`config.mk`:
```
export PLATFORM = sky130hd
export DESIGN_NAME = dac_stream_core
export DESIGN_NICKNAME = d
export VERILOG_FILES = /design/src/rtl/dac_stream_core.sv
export SDC_FILE = /design/constraint.sdc
export NUM_CORES = 1
export LEC_CHECK = 0
export BUFFER_PORTS_ARGS = -buffer_cell sky130_fd_sc_hd__buf_2
export CORE_MARGIN = 2
export CORE_UTILIZATION = 55
export DETAILED_ROUTE_END_ITERATION = 12
export PLACE_DENSITY = 0.74
export SLEW_MARGIN = 20
export SYNTH_ARGS = -nofsm -noshare
export SYNTH_HDL_FRONTEND = slang
export SYNTH_SLANG_ARGS = --single-unit
```
`constraint.sdc`:
```
create_clock -name Bus2IP_Clk -period 3.8 [get_ports Bus2IP_Clk]
set_input_delay 0 -clock Bus2IP_Clk [delete_from_list [all_inputs] [get_ports Bus2IP_Clk]]
set_output_delay 0 -clock Bus2IP_Clk [all_outputs]
set_load 0.01 [all_outputs]
```
`src/rtl/dac_stream_core.sv`:
```
// Buffers bus-written samples and releases one per programmable period to a 10-bit DAC, data changing half a period before the rising data clock.
// Pop-to-pin latency 1 cycle; no backpressure: writes to a full FIFO are dropped and flagged, empty periods hold the last sample and flag underrun.
module dac_stream_core #(
  parameter int C_FIFO_DEPTH = 16,
  parameter int C_DIV_WIDTH  = 16
) (
  input  logic                            Bus2IP_Clk,
  input  logic                            Bus2IP_Reset,
  input  logic [0:9]                      wr_data,
  input  logic                            wr_en,
  output logic                            fifo_full,
  output logic [$clog2(C_FIFO_DEPTH):0]   fifo_level,
  input  logic                            enable,
  input  logic [C_DIV_WIDTH-1:0]          div,
  input  logic                            fmt_sel,
  input  logic                            pin_md,
  input  logic                            clk_md,
  input  logic                            pwrdn,
  input  logic                            underrun_clr,
  input  logic                            overflow_clr,
  output logic                            underrun,
  output logic                            overflow,
  output logic [0:9]                      S_Data,
  output logic                            S_Clkout,
  output logic                            S_DCLKIO,
  output logic                            S_Format,
  output logic                            S_PinMD,
  output logic                            S_ClkMD,
  output logic                            S_PWRDN
);
  localparam int L   = $clog2(C_FIFO_DEPTH);
  localparam int LW  = L + 1;
  localparam int DW1 = C_DIV_WIDTH + 1;

  logic [0:9]             mem [C_FIFO_DEPTH];
  logic [L-1:0]           wr_ptr, rd_ptr;
  logic [L:0]             level_q, level_d;
  logic [C_DIV_WIDTH-1:0] div_q, phase_q, div_eff, div_d, phase_d;
  logic [DW1-1:0]         half_d;
  logic                   period_end, push, pop, clk_d;

  assign div_eff    = (div == '0) ? C_DIV_WIDTH'(1) : div;
  assign period_end = enable && (phase_q == div_q);
  assign fifo_full  = (level_q == LW'(C_FIFO_DEPTH));
  assign fifo_level = level_q;
  // Fullness is judged before any same-cycle pop, so a pop never makes room.
  assign push       = wr_en && !fifo_full;
  assign pop        = period_end && (level_q != '0);

  always_comb begin
    div_d   = div_q;
    phase_d = phase_q;
    level_d = level_q;
    if (!enable) begin
      div_d   = div_eff;
      phase_d = div_eff;
    end else if (period_end) begin
      div_d   = div_eff;
      phase_d = '0;
    end else begin
      phase_d = phase_q + C_DIV_WIDTH'(1);
    end
    // Half-period threshold follows the divider governing the next cycle's period.
    half_d = ({1'b0, div_d} + DW1'(1)) >> 1;
    clk_d  = enable && ({1'b0, phase_d} >= half_d);
    if (push && !pop) begin
      level_d = level_q + LW'(1);
    end else if (pop && !push) begin
      level_d = level_q - LW'(1);
    end
  end

  always_ff @(posedge Bus2IP_Clk) begin
    if (push) begin
      mem[wr_ptr] <= wr_data;
    end
  end

  always_ff @(posedge Bus2IP_Clk or posedge Bus2IP_Reset) begin
    if (Bus2IP_Reset) begin
      wr_ptr   <= '0;
      rd_ptr   <= '0;
      level_q  <= '0;
      div_q    <= C_DIV_WIDTH'(1);
      phase_q  <= C_DIV_WIDTH'(1);
      S_Data   <= '0;
      S_Clkout <= 1'b0;
      S_DCLKIO <= 1'b0;
      underrun <= 1'b0;
      overflow <= 1'b0;
      S_Format <= 1'b0;
      S_PinMD  <= 1'b0;
      S_ClkMD  <= 1'b0;
      S_PWRDN  <= 1'b1;
    end else begin
      div_q    <= div_d;
      phase_q  <= phase_d;
      level_q  <= level_d;
      S_Clkout <= clk_d;
      S_DCLKIO <= clk_d;
      if (push) begin
        wr_ptr <= wr_ptr + L'(1);
      end
      if (pop) begin
        rd_ptr <= rd_ptr + L'(1);
        S_Data <= mem[rd_ptr];
      end
      if (underrun_clr) begin
        underrun <= 1'b0;
      end else if (period_end && (level_q == '0)) begin
        underrun <= 1'b1;
      end
      if (overflow_clr) begin
        overflow <= 1'b0;
      end else if (wr_en && fifo_full) begin
        overflow <= 1'b1;
      end
      S_Format <= fmt_sel;
      S_PinMD  <= pin_md;
      S_ClkMD  <= clk_md;
      S_PWRDN  <= pwrdn;
    end
  end
endmodule
```
-- After elaboration in Yosys (flattened, before gate mapping)
Memories as Yosys holds them, arrays and structs flattened. A register that Yosys moved wholly into a read port is not among the register bits.
Index checks and enable logic that the tools add are counted.
- input bits: 36
- bits in writable memories: 160
- output and inout bits: 24
- flip-flop bits (word level): 52
- word-level logic and storage cells: 52
- memories kept: 1
- memory list (name ; words ; width ; read ports ; clocked after memory_dff ; write ports ; line ; RTL):
    mem ; 16 ; 10 ; 1 ; 1 ; 1 ; 35 ; logic [0:9] mem [C_FIFO_DEPTH];
- reduce and logical (&&, ||, !) cells: 17
- $lt $le $gt $ge: 1
- multiplexer cells: 13
- $add $sub $neg: 6
- eq/ne operators: 2
- operators by type and width (kind ; number):
    $mux W16 ; 5
    $add A16 B1 Y17 const B ; 1
    $add A16 B1 Y16 const B ; 1
    $eq A16 B16 Y1 ; 1
    $ge A16 B16 Y1 ; 1
    $logic_not A16 Y1 ; 1
    $mux W5 ; 2
    $add A4 B1 Y4 const B ; 2
    $logic_and A1 B1 Y1 ; 8
    $mux W1 ; 6
    $reduce_bool A2 Y1 ; 3
    $add A5 B1 Y5 const B ; 1
    $eq A5 B5 Y1 const B ; 1
    $logic_not A5 Y1 ; 1
    $reduce_bool A5 Y1 ; 1
    $sub A5 B1 Y5 const B ; 1
    $logic_not A1 Y1 ; 3

-- Depth between registers and ports, before layout
Gate-level depths: netlist (run 1).
- depth after elaboration: 7
- depth in mapped cells: 20
- mapped depth without buffers: 16

-- Worst setup path before layout (run 1)
Ideal clock, no wire load.
- path type: reg2reg
- start point: reg phase_q[0]
- end point: reg S_DCLKIO
- setup time: 0.130 ns
- path buffers: 3
- slack: -0.103 ns
- arrival time: 3.773 ns
- cell stages (with the launch flop): 17
- cells stage by stage: dfstp_2 xnor2_1 nand4_1 o41ai_2 buf_6 buf_12 buf_2 mux2_2 ha_1 ha_1 nand2b_1 a21o_1 a21o_1 a21o_1 a21o_1 a2111oi_0 o41ai_1
- cells in the longest elaborated chain, start to end: 7
- elaborated cells on any way between the ends: 10
- ends and longest elaborated chain (what ; line ; RTL):
    from (decl) ; 38 ; logic [C_DIV_WIDTH-1:0] div_q, phase_q, div_eff, div_d, phase_d;
    from (signal assigned) ; 97 ; phase_q <= phase_d;
    $eq A16 B16 Y1 ; 43 ; assign period_end = enable && (phase_q == div_q);
    $logic_and A1 B1 Y1 ; 43 ;
    $mux W16 ; 57 ; end else if (period_end) begin
    $mux W16 ; 54 ; if (!enable) begin
    named net div_d[1] ; 38 ;
    $add A16 B1 Y17 ; 64 ; half_d = ({1'b0, div_d} + DW1'(1)) >> 1;
    $ge A16 B16 Y1 ; 65 ; clk_d = enable && ({1'b0, phase_d} >= half_d);
    $logic_and A1 B1 Y1 ; 65 ;
    named net clk_d ; 40 ; logic period_end, push, pop, clk_d;
    to (signal assigned) ; 100 ; S_DCLKIO <= clk_d;
    to (decl) ; 25 ; output logic S_DCLKIO,
The timed path passes the listed nets, and every way through them passes these cells.
A chain may end at the register's enable or synchronous reset.

-- Worst setup path after layout (run 1)
Ends and elaborated chain as after synthesis.

==> metrics, run 1 <==
status finished clean; reg2reg start phase_q[0]; crit path launch type flip-flop; Detailed Route WL ~21000 um; drt pass-1 iters 5; final setup margin 27.5 ps; synthesized instance count between 600 and 700; Fmax achieved between 200 and 300 MHz; PwrDens 547 nW/um2; vias per cell slightly below 6; Multi-input gate area 3320 um2; RSZ-0062 raised after global routing yes; initial core utilization a little under three fifths; Async S/R FF share, synth between 20% and 30%; clk buf depth 3; mux cell area share after synthesis between 15 and 20%; complex-gate fraction of the synthesized area 3.09%; total global-route track usage roughly 23%; Routability Congestion roughly 0.9; R2R depth 17; n_diodes 0; Worst Skew approximately 18 ps; R2R Path End S_DCLKIO; Critical Setup Path Class reg -> reg; most frequent cells in the layout 160 x edfxtp_1, 60 x buf_2, 58 x dfrtp_1; XOR/XNOR Fraction of Synth Area between 5 and 6%; max-cap viol count 0; crit path capture S_DCLKIO; first-pass GRT wire length 32800 um; total die area 18900 um2; Worst Hold Class in -> reg; Final Setup Violations 0; flops & latches, synth around 220; layout cell share with drive strength beyond 1 between 30% and 40%; CORE AREA around 17000 um2; Largest stage delay, worst path 590 ps; commonest non-fill, non-tap cell in the layout edfxtp_1; r2r setup slk around 27 ps; synthesized area per cell about 16 um2; DPL Wire Length approximately 14000 um; via count 5722; simple-gate portion of the synthesized area about 5.5%; num rows 48; die height roughly 140 um; largest net degree at the start of global routing 44; DRC violations left 0; filler instances about 1200; synth unique cells 42; CTS Sinks 222; Required @ worst endpoint around 4200 ps; Main synth FF type edfxtp_1; CTS tree built; largest family of logic cells by synthesized area multiplexers; clk slew on worst S/H paths around 60 ps; EDFF count, synth 160; CP Max Fanout 5; Final Max Slew Viols 0; Final Hold Vio Count 0; final worst-path cycle share roughly 99%; die width 138 um; hold_ws 121 ps; Final Util between 60% and 70%; Leak between 4 and 5 nW; vias in the first global route 5954; Final ANT Viol Nets 0; # port buffers 59; Synth Area in Adders under 10%; critical path arrival between 4000 and 5000 ps; worst skew pair latency between 500 and 600 ps; H-tree levels 1; Mapped Nets roughly 670; slew margin rel. 28.0%; Inserted Clock Buffers 24; Area Growth Syn to Fin 21.4%; CP Cell Sequence xnor2_2 -> nand4_1 -> o41ai_4 -> buf_6 -> nor2_1 -> a21oi_2 -> ha_2 -> buf_4 -> nand3_2 -> xor2_1 -> nor2_1 -> a21oi_1 -> ha_1 -> a21o_1 -> a21o_1 -> a2111oi_4 -> o41ai_2; post-synthesis sequential area ratio between 60% and 70%; Worst path slowest cell dfstp_2; initial DRC count a little under 500; total grt overflow 0; actual slew at the worst max-slew pin 1080 ps; antenna violations before repair 0; FF/Latch Area between 6000 and 7000 um2; Syn Std Cell Area about 9800 um2; CP Launch Point phase_q[0]; number of I/O pins 60; CP Capture Type flip-flop; root buf cell clkbuf_16; Place WS around 22 ps; routed len/inst between 20 and 25 um; Final min period approximately 3800 ps; worst vdd ir roughly 500 uV; Synth Warn # 0; Layout Nets slightly below 800
where the power goes:
part / leakage [nW] / internal, W / switching, W
combinational: 1.82 / 0.000411 / 0.000515
sequential: 2.21 / 0.00287 / 0.000155
clock: 0.430 / 0.00158 / 0.000980
cells in the mapped netlist, types with 2 or more instances:
cell type / instances / area share (%)
nand4_1: 8 / 0.51
a31oi_1: 2 / 0.13
nand3_1: 17 / 0.87
inv_1: 29 / 1.1
nor2_1: 31 / 1.2
o21ai_0: 5 / 0.26
nand2b_1: 4 / 0.26
nand3b_1: 2 / 0.15
xor2_1: 15 / 1.3
buf_1: 2 / 0.077
mux2_2: 24 / 2.8
dfstp_2: 3 / 0.80
nor4_1: 7 / 0.45
and4_1: 2 / 0.18
ha_1: 27 / 3.4
buf_2: 7 / 0.36
buf_6: 2 / 0.23
a21o_1: 9 / 0.69
mux2i_1: 10 / 1.0
edfxtp_1: 160 / 49
and2_1: 2 / 0.13
nand2_1: 18 / 0.69
and3_1: 5 / 0.32
xnor2_1: 42 / 3.7
a21oi_1: 8 / 0.41
mux4_2: 50 / 11
dfrtp_1: 59 / 15
nor2b_1: 3 / 0.19
clkbuf_1: 13 / 0.50
o22ai_1: 16 / 1.0
nor3_1: 9 / 0.46
area by class of cell:
cell class	count	area share (%)
clock buffer	30	5.49
multi-input combinational	325	27.9
clock inverter	14	2.07
tap	225	2.36
timing repair buffer	130	7.88
inverter	29	0.914
sequential	222	53.4
per-stage QoR:
| step | area (um2) | TNS (ps) | power [W] | cells |
|---|---|---|---|---|
| CTS | 11700 | 0 | 0.00650 | 962 |
| floorplan | 9820 | 0 | 0.00360 | 602 |
| global route | 11900 | -138 | 0.00675 | 975 |
| global placement | 10400 | 0 | 0.00387 | 881 |
| detailed placement | 10400 | 0 | 0.00392 | 881 |
| finish | 11900 | 0 | 0.00651 | 975 |
flip-flops by register name (all words and copies together) (netlist names):
register	count
mem	160
div_q	16
phase_q	16
S_Data	10
fifo_level	5
rd_ptr	4
wr_ptr	4
S_ClkMD	1
S_DCLKIO	1
S_Format	1
S_PWRDN	1
S_PinMD	1
overflow	1
underrun	1
kinds of logic after synthesis:
logic type,after synthesis
flops,222
simple gates,110
mux,84
xor+xnor,57
buf+inv,55
compound gates,46
fa+ha+maj,28
how the worst min path moves through the flow:
stage | from | end | slack [ps] | cells past startpoint
final | fmt_sel | S_Format | 120 | 2
after global routing | clk_md | S_ClkMD | 130 | 2
after CTS | fmt_sel | S_Format | 100 | 2
after detailed placement | pwrdn | S_PWRDN | 110 | 1
after global placement | pwrdn | S_PWRDN | 110 | 1
after floorplan | pwrdn | S_PWRDN | 4 | 0
repair_timing:
action                                  CTS  global route
buffers inserted                          0            12
hold buffers                             37             0
endpoints found under the hold margin   238             0
endpoints found under the setup margin    0             1
gates resized for setup                   0            16
worst max-delay path: cells and delay by family (launching register included):
kind | cells | cell delay, ps
AOI/OAI and AO/OA | 7 | 1540
xor gates and xnor gates | 2 | 270
adders and majority gates | 2 | 530
buffers and inverters | 2 | 300
DFF | 1 | 590
and+or+nand+nor | 4 | 410
layer usage:
layer	up-vias	track usage, %	routed length (um)
met5	-	0	0
met4	0	7.22	522
met3	41	4.01	1150
met2	204	39.0	10700
met1	2913	31.2	8880
li1	2564	-	-
(Power assumes the default switching activity.)
==> inputs of run 2 (changes only) <==
--- a/config.mk
+++ b/config.mk
@@ -9,7 +9,7 @@
 export CORE_MARGIN = 2
 export CORE_UTILIZATION = 55
 export DETAILED_ROUTE_END_ITERATION = 12
-export PLACE_DENSITY = 0.74
+export PLACE_DENSITY = 0.76
 export SLEW_MARGIN = 20
 export SYNTH_ARGS = -nofsm -noshare
 export SYNTH_HDL_FRONTEND = slang
==> metrics, run 2 (same netlist as run 1, synthesis figures left out) <==
status finished clean (unchanged); Leak 4.40 nW (was 4.46 nW); die height 138 um (unchanged); Inserted Clock Buffers 23 (was 24); total global-route track usage 23.1% (was 23.2%); clk buf depth 3 (unchanged); # port buffers 59 (unchanged); routed len/inst 21.8 um (about the same); Buffers & Inverters on Critical Path 1 (was 2); CTS Sinks 222 (unchanged); crit-path most repeated cell a21o_1; Worst Skew 9.86 ps (was 17.9 ps); Required @ worst endpoint 4190 ps (was 4200 ps); total die area 18900 um2 (unchanged); Critical Setup Path Class reg -> reg (unchanged); Layout Nets 798 (was 796); CP Max Fanout 5 (unchanged); Routability Congestion 0.898 (was 0.907); worst skew pair latency 520 ps (was 530 ps); Placed Area 10500 um2 (was 10400 um2); CP Cell Sequence xnor2_1 -> nand4_1 -> o41ai_4 -> buf_4 -> nor2_1 -> a21oi_2 -> ha_2 -> ha_1 -> nand2b_1 -> a21o_1 -> a21o_1 -> a21o_1 -> a21o_1 -> a2111oi_2 -> o41ai_1 (was xnor2_2 -> nand4_1 -> o41ai_4 -> buf_6 -> nor2_1 -> a21oi_2 -> ha_2 -> buf_4 -> nand3_2 -> xor2_1 -> nor2_1 -> a21oi_1 -> ha_1 -> a21o_1 -> a21o_1 -> a2111oi_4 -> o41ai_2); finished layout cell area 11700 um2 (was 11900 um2); max reg flops 160 (unchanged); worst vdd ir 511 uV (was 497 uV); Top Registers mem x160, div_q x16, phase_q x16 (unchanged); total grt overflow 0 (unchanged); Final ANT Viol Nets 0 (unchanged); root buf cell clkbuf_16 (unchanged); first-pass GRT wire length 32100 um (was 32800 um); Fmax achieved 276 MHz (was 265 MHz); max-cap viol count 0 (unchanged); R2R depth 15 (was 17); WP depth 15 (was 17); layout cell share with drive strength beyond 1 29.4% (was 30.7%); CP Capture Type flip-flop (unchanged); crit path launch type flip-flop (unchanged); Worst path slowest cell dfstp_2 (unchanged); RSZ-0062 raised after global routing no (was yes); via count 5648 (was 5722); commonest non-fill, non-tap cell in the layout edfxtp_1 (unchanged); critical path arrival 4010 ps (was 4170 ps); reg2reg start phase_q[0] (unchanged); crit path capture S_DCLKIO (unchanged); antenna violations before repair 1 (was 0); actual slew at the worst max-slew pin 670 ps (was 1080 ps); Detailed Route WL 21200 um (was 21300 um); Final Hold Vio Count 0 (unchanged); Final Max Slew Viols 0 (unchanged); vias per cell 5.79 (was 5.87); DRC violations left 0 (unchanged); clk slew on worst S/H paths 60 ps (about the same); setup TNS 0 ps (unchanged); Largest stage delay, worst path 580 ps (was 590 ps); CORE AREA 17400 um2 (unchanged); slew margin rel. 55.3% (was 28.0%); Area Growth Syn to Fin 19.1% (was 21.4%); r2r setup slk 180 ps (was 30 ps); CTS tree built (unchanged); number of I/O pins 60 (unchanged); num rows 48 (unchanged); largest net degree at the start of global routing 40 (was 44); DPL Wire Length 14000 um (was 13700 um); PwrDens 522 nW/um2 (was 547 nW/um2); Final Setup Violations 0 (unchanged); drt pass-1 iters 5 (unchanged); R2R Path End S_DCLKIO (unchanged); initial core utilization 56.5% (unchanged); most frequent cells in the layout 160 x edfxtp_1, 59 x buf_2, 58 x dfrtp_1 (was 160 x edfxtp_1, 60 x buf_2, 58 x dfrtp_1); CP Launch Point phase_q[0] (unchanged); Largest Register mem (unchanged); Worst Hold Class in -> async (was in -> reg); die width 138 um (unchanged); final worst-path cycle share 95.2% (was 99.3%); initial DRC count 488 (was 495); Largest delay share family, worst path compound AO/OA/AOI/OAI gates (unchanged); vias in the first global route 5837 (was 5954); Final min period 3620 ps (was 3770 ps); n_diodes 0 (unchanged); H-tree levels 1 (unchanged)
==> run 2: cell count changes in the layout (fill, tap and decap cells not counted), sizes merged <==
cell	delta
buf	+4
bufinv	-4
clkbuf	+1
clkinv	+1
dlygate4sd3	-1
clkinvlp	-1
inv	+1
==> run 2: through the flow <==
step                      util [%]  total power [W]  worst slack (ps)  cells  hold slack, ps
after floorplan                  -          0.00360              2.36    602            4.48
after global placement        60.7          0.00389               236    894            79.7
after detailed placement      60.7          0.00394               157    894            92.5
after CTS                     67.0          0.00613               151    972            94.2
after global routing          67.3          0.00634              1.06    976             134
final                         67.3          0.00610               183    976            82.3
==> run 2: final cells by class <==
| cell class | instances | area [um2] |
|---|---|---|
| Multi-Input combinational cell | 325 | 3240 |
| Sequential cell | 222 | 6360 |
| Clock inverter | 11 | 97.6 |
| Tap cell | 225 | 282 |
| Inverter | 29 | 109 |
| Fill cell | 1158 | 5680 |
| Clock buffer | 31 | 636 |
| Timing Repair Buffer | 133 | 953 |
==> run 2: where the power goes <==
group,switching (W),internal (W)
clock,0.000910,0.00125
sequential,0.000153,0.00287
combinational,0.000507,0.000405
total,0.00157,0.00453
==> run 2: timing repair <==
action | 4_1_cts | 5_1_grt
buffers inserted | 0 | 4
hold buffers | 36 | 0
resized for setup | 0 | 5
endpoints found under the setup margin | 0 | 1
endpoints found under the hold margin | 226 | 0
==> run 2: worst min-delay path by stage <==
stage	endpoint	slack [ps]	depth (start not counted)
floorplan	S_PWRDN	4	0
global placement	phase_q[4]	80	2
detailed placement	S_PinMD	90	2
CTS	div_q[3]	90	3
global route	S_Format	130	2
finish	div_q[3]	80	3
==> run 2: tightest hold or removal path, delay by kind of cell <==
family   cells  cell delay [ps]
buf+inv      3             1060
==> run 2: per-layer routing <==
metal / track usage (%) / vias up / part of all wire [%]
li1: - / 2562 / -
met1: 29.8 / 2848 / 40
met2: 40.9 / 196 / 52
met3: 3.46 / 40 / 5.6
met4: 6.59 / 2 / 2.5
met5: 0 / - / 0.061
